**config.mk**
```make
export PLATFORM = sky130hd
export DESIGN_NAME = program_sequencer
export DESIGN_NICKNAME = d
export VERILOG_FILES = /design/src/rtl/program_sequencer.sv
export SDC_FILE = /design/constraint.sdc
export NUM_CORES = 1
export LEC_CHECK = 0
export ABC_AREA = 1
export CELL_PAD_IN_SITES_DETAIL_PLACEMENT = 1
export CELL_PAD_IN_SITES_GLOBAL_PLACEMENT = 1
export CORE_MARGIN = 2
export CORE_UTILIZATION = 44
export DETAILED_ROUTE_END_ITERATION = 12
export GPL_ROUTABILITY_DRIVEN = 0
export PLACE_DENSITY = 0.84
export SYNTH_ARGS = -nofsm -noshare
export SYNTH_HDL_FRONTEND = slang
export SYNTH_SLANG_ARGS = --single-unit
```
**constraint.sdc**
```tcl
create_clock -name clk -period 6.1 [get_ports clk]
set_clock_uncertainty 0.15 [all_clocks]
set_input_delay 0.915 -clock clk [delete_from_list [all_inputs] [get_ports clk]]
set_output_delay 0.915 -clock clk [all_outputs]
set_load 0.01 [all_outputs]
```
**src/rtl/program_sequencer.sv**
```systemverilog
// Instruction-address sequencer: stall, absolute jump, PC-relative branch and a call/return stack.
// Optional PC_TRACE_EN macro adds trace_valid/trace_from reporting of taken non-sequential changes.
module program_sequencer #(
  parameter int ADDR_W      = 8,
  parameter int OFF_W       = 8,
  parameter int STACK_DEPTH = 4,
  parameter logic [ADDR_W-1:0] RESET_VEC = '0
) (
  input  logic              clk,
  input  logic              reset,
  input  logic              stall,
  input  logic              jump,
  input  logic [ADDR_W-1:0] jump_adr,
  input  logic              call,
  input  logic [ADDR_W-1:0] call_adr,
  input  logic              ret,
  input  logic              branch,
  input  logic [OFF_W-1:0]  branch_off,
  output logic [ADDR_W-1:0] address,
  output logic              stack_empty,
  output logic              stack_full,
  output logic              stack_ovf,
  output logic              stack_unf
`ifdef PC_TRACE_EN
  ,
  output logic              trace_valid,
  output logic [ADDR_W-1:0] trace_from
`endif
);

  // sp counts 0..STACK_DEPTH inclusive, so it needs one more state than the index.
  localparam int SP_W  = $clog2(STACK_DEPTH + 1);
  localparam int IDX_W = (STACK_DEPTH > 1) ? $clog2(STACK_DEPTH) : 1;

  logic [ADDR_W-1:0] pc_reg, pc_next, pc_inc, off_ext, stack_top;
  logic [SP_W-1:0]   sp_reg, sp_next, sp_dec;
  logic              empty_reg, full_reg, ovf_reg, unf_reg;
  logic              ovf_next, unf_next;
  logic              push, taken;
  logic [ADDR_W-1:0] stack_reg [STACK_DEPTH];

  assign pc_inc    = pc_reg + ADDR_W'(1);
  assign off_ext   = ADDR_W'($signed(branch_off));
  assign sp_dec    = sp_reg - SP_W'(1);
  assign stack_top = stack_reg[sp_dec[IDX_W-1:0]];

  always_comb begin
    pc_next  = pc_reg;
    sp_next  = sp_reg;
    ovf_next = ovf_reg;
    unf_next = unf_reg;
    push     = 1'b0;
    taken    = 1'b0;
    if (stall) begin
      pc_next = pc_reg;
    end else if (jump) begin
      pc_next = jump_adr;
      taken   = 1'b1;
    end else if (call) begin
      if (!full_reg) begin
        push    = 1'b1;
        sp_next = sp_reg + SP_W'(1);
        pc_next = call_adr;
        taken   = 1'b1;
      end else begin
        pc_next  = pc_inc;
        ovf_next = 1'b1;
      end
    end else if (ret) begin
      if (!empty_reg) begin
        sp_next = sp_dec;
        pc_next = stack_top;
        taken   = 1'b1;
      end else begin
        pc_next  = pc_inc;
        unf_next = 1'b1;
      end
    end else if (branch) begin
      pc_next = pc_reg + off_ext;
      taken   = 1'b1;
    end else begin
      pc_next = pc_inc;
    end
  end

  always_ff @(posedge clk) begin
    if (reset) begin
      pc_reg    <= RESET_VEC;
      sp_reg    <= '0;
      empty_reg <= 1'b1;
      full_reg  <= 1'b0;
      ovf_reg   <= 1'b0;
      unf_reg   <= 1'b0;
    end else begin
      pc_reg    <= pc_next;
      sp_reg    <= sp_next;
      empty_reg <= (sp_next == '0);
      full_reg  <= (sp_next == SP_W'(STACK_DEPTH));
      ovf_reg   <= ovf_next;
      unf_reg   <= unf_next;
    end
  end

  // Stack contents are don't-care after reset, so the array carries no reset term.
  always_ff @(posedge clk) begin
    if (push && !reset) begin
      stack_reg[sp_reg[IDX_W-1:0]] <= pc_inc;
    end
  end

  assign address     = pc_reg;
  assign stack_empty = empty_reg;
  assign stack_full  = full_reg;
  assign stack_ovf   = ovf_reg;
  assign stack_unf   = unf_reg;

`ifdef PC_TRACE_EN
  logic              trace_valid_reg;
  logic [ADDR_W-1:0] trace_from_reg;

  always_ff @(posedge clk) begin
    if (reset) begin
      trace_valid_reg <= 1'b0;
      trace_from_reg  <= RESET_VEC;
    end else begin
      trace_valid_reg <= taken;
      if (taken) begin
        trace_from_reg <= pc_reg;
      end
    end
  end

  assign trace_valid = trace_valid_reg;
  assign trace_from  = trace_from_reg;
`else
  logic unused_taken;
  assign unused_taken = taken;
`endif

endmodule

```
* Word-level counts from Yosys, hierarchy flattened
Memories as Yosys holds them, arrays and structs flattened. Cells that the tools add are included.
Word-level totals: flip-flop bits (word level) 15, bits in writable memories 32, output and inout port bits 12, word-level logic and storage cells 38, memories 1
Memories:
- stack_reg | words 4, width 8, read ports 1, clocked after memory_dff 0, wr ports 1, RTL line 40 | logic [ADDR_W-1:0] stack_reg [STACK_DEPTH];
Operators by class: add/subtract/negate cells 4, eq/ne operators 1, mux-type cells 18, bitwise operators 3, reductions and logical operators 5
Operators with widths (number):
- $mux W8 | 6
- $mux W3 | 6
- $add A8 B1 Y8 const B | 1
- $add A8 B8 Y8 | 1
- $mux W1 | 6
- $reduce_and A5 Y1 | 1
- $reduce_and A4 Y1 | 1
- $add A3 B1 Y3 const B | 1
- $eq A3 B3 Y1 const B | 1
- $logic_not A3 Y1 | 1
- $not A1 Y1 | 3
- $sub A3 B1 Y3 const B | 1
- $logic_and A1 B1 Y1 | 1
- $logic_not A1 Y1 | 1

* Logic depth before layout (Yosys ltp)
Gate-level depths: netlist of the first run.
word-level depth 7, mapped depth 13

* Worst setup path after synthesis of the first run
No wires, ideal clock.
path kind in2reg, start point input branch_off[0], end point register pc_reg[6], in the netlist address[6], arrival time 2.174 ns, required time 5.880 ns, slack 3.705 ns, stages 11, path through ha_1 -> inv_1 -> fa_1 -> inv_1 -> nand2_1 -> o21ai_1 -> nand2_1 -> a21o_1 -> nand3_1 -> nand2_1 -> a21oi_1
Between the ends: word-level cells in the longest chain between the ends 5
Ends and longest elaborated chain:
- start, declared | RTL line 18 | input logic [OFF_W-1:0] branch_off,
- $add A8 B8 Y8 | RTL line 79 | pc_next = pc_reg + off_ext;
- $mux W8 | RTL line 78 | end else if (branch) begin
- $mux W8 | RTL line 69 | end else if (ret) begin
- $mux W8 | RTL line 59 | end else if (call) begin
- $mux W8 | RTL line 56 | end else if (jump) begin
- end signal, assigned | RTL line 95 | pc_reg <= pc_next;
- end, declared | RTL line 35 | logic [ADDR_W-1:0] pc_reg, pc_next, pc_inc, off_ext, stack_top;
No other way between the ends. A chain may end at the register's enable or synchronous reset.

* Worst setup path after layout of the first run
start point input call, end point memory stack_reg[1][0], enable pin
Between the ends: word-level cells in the longest chain between the ends 6
Ends and longest elaborated chain:
- start, declared | RTL line 14 | input logic call,
- $mux W1 | RTL line 59
- $mux W1 | RTL line 56
- $mux W1 | RTL line 54 | if (stall) begin
- $logic_and A1 B1 Y1 | RTL line 106 | if (push && !reset) begin
- $mux W1 | RTL line 106
- $mux W1 (implied by the code) | RTL line 107 | stack_reg[sp_reg[IDX_W-1:0]] <= pc_inc;
- end, declared | RTL line 40
No other way between the ends.

==> impl_metrics.toml, run 1 <==
[status]
status = "complete, no violations"

[clock_network]
clk_pin_slew_ps = 90
postCtsHoldBufs = 0
cts_setup_buffers = 0
cts.repair.resized = 0
cts_root_buffer = "clkbuf_8"
h-tree-depth = 2
clock_path_buffers = 2
worst_skew_pair.late_latency_ps = 300
cts.sinks = 47
cts_tree = "yes"
cts_buffers = 5

[global_route]
antenna_found_initial = 0
busiest_layer = "met2"
grt_usage_pct = 26.04
grt_pass1_vias = 2483
grt_pass1_wl_um = 12480
use_met3_pct = 3.804
grt_use_met2_pct = 46.21
grt_use_met1_pct = 30.35
grt_start_max_net_pins = 20
gr-total-overflow = 0

[logic_synthesis]
yosys-top-cells-area = "edfxtp_1, dfxtp_1, nand2_1"
ys_seq_elements = 47
yosysWarnings = 0
synth_cells = 313
synthArstFlopShare_pct = 0
syn_nets = 357
synth-edff-count = 32
yosysTopAreaCell = "edfxtp_1"
syn_area_mm2 = 0.002726
yosys.area.top_type_share_pct = 35.25
ys_dominant_reg_cell = "edfxtp_1"
synth_cell_types = 42
ys_seq_area_share_pct = 46.26
avgSynthCellArea_um2 = 8.710

[power_and_ir_drop]
p_leak_nw = 1.345
power_density_mw_per_mm2 = 219.9
ir_worst_vdd_v = 0.00009918

[die]
core_mm2 = 0.005956
die_w_um = 82.72
ioPinCount = 43
start_util_pct = 45.78
chipHeight_um = 82.72
row_count = 28
dieArea_mm2 = 0.006842

[timing]
slew_violations = 0
worstMarginPinSlew_ps = 677.9
fin_tns_setup_ps = 0
fin_hold_ws_ps = 350.3
setup_viol = 0
timing.final.hold_violations = 0
grt_setup_unrepaired = "no"
period_share_pct = 49.37
period_minus_slack_ps = 3012
max_freq_mhz = 332.0
slew_headroom_pct = 54.74

[drt]
drtIter0Drc = 125
wl_um = 8216
drc = 0
viasPerCell = 5.425
drt-pass1-iter-count = 4
num_vias = 2338
wire_per_inst_um = 19.06
drt.antenna.violating_nets = 0

[critical_path]
crit_fanout = 10
rr_worst_depth = 9
cp.required_ps = 5890
crit_type = "input port to flip-flop"
crit_start = "call"
timing.rr.end = "address[4]"
critPathCaptureType = "flip-flop"
endpoint = "stack_reg[1][0]"
r2r-start = "sp_reg[0]"
reg2reg_setup_slack_ps = 3270
crit_path_start_kind = "input port"
crit_arrival_ps = 2800

[place]
port_buffers = 42
dp_hpwl_um = 6433

[finish]
n_antenna_cell = 0
syn2layout_area_growth_pct = 20.19
fill_cells = 737
fin_nets = 399
largest_reg_flops = 32
drive_above_1_share_pct = 7.303

[flow_run]
max_cap_viol_count = 0

[min_path]
hold_path.class = "flip-flop to flip-flop"
min_path_cells = 2
[per-stage QoR]
| step | utilization [%] | cell area (µm²) | setup WS [ps] | cells | total power [mW] |
|---|---|---|---|---|---|
| after floorplan | - | 2726 | 3706 | 313 | 0.4661 |
| after global placement | 53.53 | 3188 | 2887 | 423 | 0.5314 |
| after global routing | 55.02 | 3277 | 2947 | 431 | 0.7503 |
| final | 55.02 | 3277 | 3088 | 431 | 0.7204 |
| after detailed placement | 53.53 | 3188 | 2779 | 423 | 0.5369 |
| after CTS | 55.02 | 3277 | 3085 | 431 | 0.7209 |
[how the worst min path moves through the flow]
stage | from | end | slack (ps)
2_1_floorplan | stack_ovf | stack_ovf | 350
3_3_place_gp | stack_ovf | stack_ovf | 310
3_5_place_dp | stack_unf | stack_unf | 330
4_1_cts | stack_unf | stack_unf | 350
5_1_grt | stack_ovf | stack_ovf | 400
6_report | stack_unf | stack_unf | 350
[routing by layer]
layer,routed length (µm),share of wire (%)
met5,0,0
met4,310,3.8
met3,308,3.7
met2,4282,52
met1,3315,40
[synthesized netlist by cell type, types with 2 or more instances]
library cell / count
a21o_1: 2
a21oi_1: 19
buf_2: 3
buf_6: 3
dfxtp_1: 15
edfxtp_1: 32
ha_1: 12
inv_1: 37
inv_2: 4
inv_4: 2
nand2_1: 61
nand2_2: 2
nand3_1: 24
nand4_1: 3
nor2_1: 32
nor2_8: 2
o211ai_1: 2
o21ai_0: 16
o21ai_1: 3
o221ai_1: 9
o22ai_1: 4
xnor2_1: 2
xor2_1: 5
[worst max-delay path: stages]
cell,delay (ps)
clkdlybuf4s50_1,790
inv_4,140
nor2_8,200
nand3_1,200
nor2_1,550
[area by class of cell]
cell class | instances | area (µm²) | share of cell area [%]
clock buffers | 5 | 68.82 | 2.100
repair buffers | 42 | 420.4 | 12.83
clock inverters | 3 | 20.02 | 0.6109
well taps | 75 | 93.84 | 2.864
flip-flops and latches | 47 | 1261 | 38.49
multi-input cells | 214 | 1237 | 37.76
inverters | 45 | 175.2 | 5.346
[where the power goes]
part	internal, mW	leakage, nW	switching (mW)	total, mW
Sequential	0.352	0.415	0.0145	0.366
Clock	0.0801	0.0418	0.110	0.190
Combinational	0.0668	0.888	0.0975	0.164
Total	0.499	1.35	0.222	0.720
[cell families after synthesis]
family	Yosys count	share of synthesized area [%]
and+or+nand+nor	130	21.48
AOI/OAI and AO/OA	62	14.23
buffers and inverters	52	8.351
DFF	47	46.26
xor gates and xnor gates	9	3.442
adders and majority gates	13	6.241
[cell usage in the layout, fill, tap and decap left out, types with 3 or more instances in the layout]
cell type,instances
a21oi_1,19
inv_1,37
nand2_1,61
clkbuf_8,5
o21ai_0,16
ha_1,12
edfxtp_1,32
o21ai_1,3
nor2_1,32
xor2_1,5
nand3_1,24
clkdlybuf4s50_1,42
o22ai_1,4
o221ai_1,9
dfxtp_1,15
inv_2,4
nand4_1,3
No activity file was read; power rests on OpenSTA's default activity.
==> inputs of run 2 (changes only) <==
CORE_UTILIZATION = 36   (was 44)
PLACE_DENSITY = 0.73   (was 0.84)
clock period = 2.5 ns   (was 6.1 ns; I/O delays follow)
==> run 2 against run 1 <==
  * Register-to-register slack worse by 2800 ps
  * Non-clock buffer count rose by 17
  * Routed wire length grew 0.47%
  * First-iteration DRC count fell by 32%
  * Worst setup slack got worse by 2800 ps
  * Sequential share of layout area fell by 2.0 points
  * Critical path type unchanged
  * Cell count rose by 9.5%
  * Global-route usage down 5.4 points
  * Design area rose by 5.5%
  * Total power rose to 2.6 times the previous value
==> impl_metrics.toml, run 2 (synthesis gave the netlist of run 1 again) <==
[timing]
fin_tns_setup_ps = 0
fin_ws_ps = 322.9
worstMarginPinSlew_ps = 497.1
timing.final.hold_violations = 0
period_minus_slack_ps = 2177
grt_setup_unrepaired = "no"
slew_headroom_pct = 66.75
setup_viol = 0
slew_violations = 0
period_share_pct = 87.08
max_freq_mhz = 459.3

[critical_path]
critPathCaptureType = "flip-flop"
max_stage_delay_ps = 470
crit_arrival_ps = 2270
crit_path_start_kind = "input port"
critical_path_buf_inv_count = 3
rr_worst_depth = 9
critPathTopFamily = "buffers and inverters"
crit_type = "input port to flip-flop"
crit_fanout = 2
critPathSlowestCell = "clkdlybuf4s50_1"
critPathMostFrequentCell = "nand2_1"
crit_chain = "clkdlybuf4s50_1 > ha_1 > inv_1 > fa_1 > inv_1 > nand2_1 > o21ai_1 > nand2_1 > a21o_1 > nand3_1 > nand2_1 > a21oi_1"
cp.required_ps = 2590
path_depth = 12

[die]
row_count = 31
chipHeight_um = 91.03
start_util_pct = 37.39
ioPinCount = 43
core_mm2 = 0.007292
dieArea_mm2 = 0.008286
die_w_um = 91.03

[power_and_ir_drop]
ir_worst_vdd_v = 0.0002094
power_density_mw_per_mm2 = 543.2
p_leak_nw = 1.448
total_power_mw = 1.879

[drt]
viasPerCell = 5.136
num_vias = 2424
drt-pass1-iter-count = 4
wl_um = 8255
drc = 0
wire_per_inst_um = 17.49
drt.antenna.violating_nets = 0
drtIter0Drc = 85

[finish]
fin_nets = 416
n_antenna_cell = 0
final_area_mm2 = 0.003458
final_cell_mix = "nand2_1, clkdlybuf4s50_1, inv_1"
drive_above_1_share_pct = 11.80
syn2layout_area_growth_pct = 26.85
largest_reg_flops = 32
final_common_cell = "nand2_1"
fill_cells = 898

[clock_network]
h-tree-depth = 2
cts_root_buffer = "clkbuf_8"
postCtsHoldBufs = 0
cts_buffers = 5
cts_tree = "yes"
cts_setup_buffers = 0
clk_pin_slew_ps = 90
worst_skew_pair.late_latency_ps = 300
clock_path_buffers = 2
cts.repair.resized = 0
cts.sinks = 47

[global_route]
grt_usage_pct = 20.68
grt_start_max_net_pins = 19
antenna_found_initial = 0
grt_pass1_vias = 2551
grt_pass1_wl_um = 13240
gr-total-overflow = 0

[place]
dp_hpwl_um = 6476
dpl_cell_area_mm2 = 0.003346
port_buffers = 42
dp_worst_setup_slack_ps = -17.77

[status]
status = "complete, no violations"

[flow_run]
max_cap_viol_count = 0

[min_path]
min_path_cells = 2
hold_path.class = "flip-flop to flip-flop"
==> run 2: changes by cell type in the layout (fill, tap and decap cells not counted), sizes merged <==
cell	previous run	this run
buf	0	17
bufinv	0	1
clkinvlp	1	0
==> run 2: worst reg2reg max path, delay by kind of cell (launching register included) <==
kind / cells / cell delay (ps)
AO/OA/AOI/OAI: 2 / 410
adder cells (fa/ha/maj): 1 / 290
buffers and inverters: 2 / 340
flip-flops: 1 / 400
AND/OR/NAND/NOR: 4 / 390
==> run 2: final timing paths <==
path	slack, ps	end	from
hold reg to reg	330	stack_unf	stack_unf
setup reg to reg	460	address[3]	sp_reg[1]
hold / removal	330	stack_unf	stack_unf
setup / recovery	320	address[6]	branch_off[0]
==> run 2: power breakdown <==
group	leakage [nW]	internal (mW)	switching (mW)
Sequential	0.415	0.858	0.0249
Clock	0.0581	0.298	0.271
Combinational	0.975	0.180	0.247
==> run 2: layer usage <==
| metal | part of all wire (%) | track usage, % | up-vias | wire, µm |
|---|---|---|---|---|
| met5 | 0 | 0 | - | 0 |
| met1 | 44 | 25.21 | 1188 | 3633 |
| met3 | 2.9 | 2.739 | 10 | 241 |
| met4 | 1.1 | 5.177 | 0 | 92 |
| li1 | - | - | 1179 | - |
| met2 | 52 | 38.27 | 47 | 4287 |
==> run 2: final cells by class <==
type                       instances  area, µm²  area share [%]
tap                               99      123.9           3.582
clock inverter                     3      43.79           1.266
multi-input combinational        214       1237           35.78
clock buffer                       5      68.82           1.990
sequential                        47       1261           36.47
inverter                          45      175.2           5.065
timing repair buffer              59      548.0           15.85
==> run 2: per-stage QoR <==
stage               util [%]  hold WS, ps  instances
global route           47.43        377.8        472
global placement       45.88        306.6        464
floorplan                  -        296.4        313
CTS                    47.43        338.4        472
detailed placement     45.88        316.1        464
finish                 47.43        334.3        472
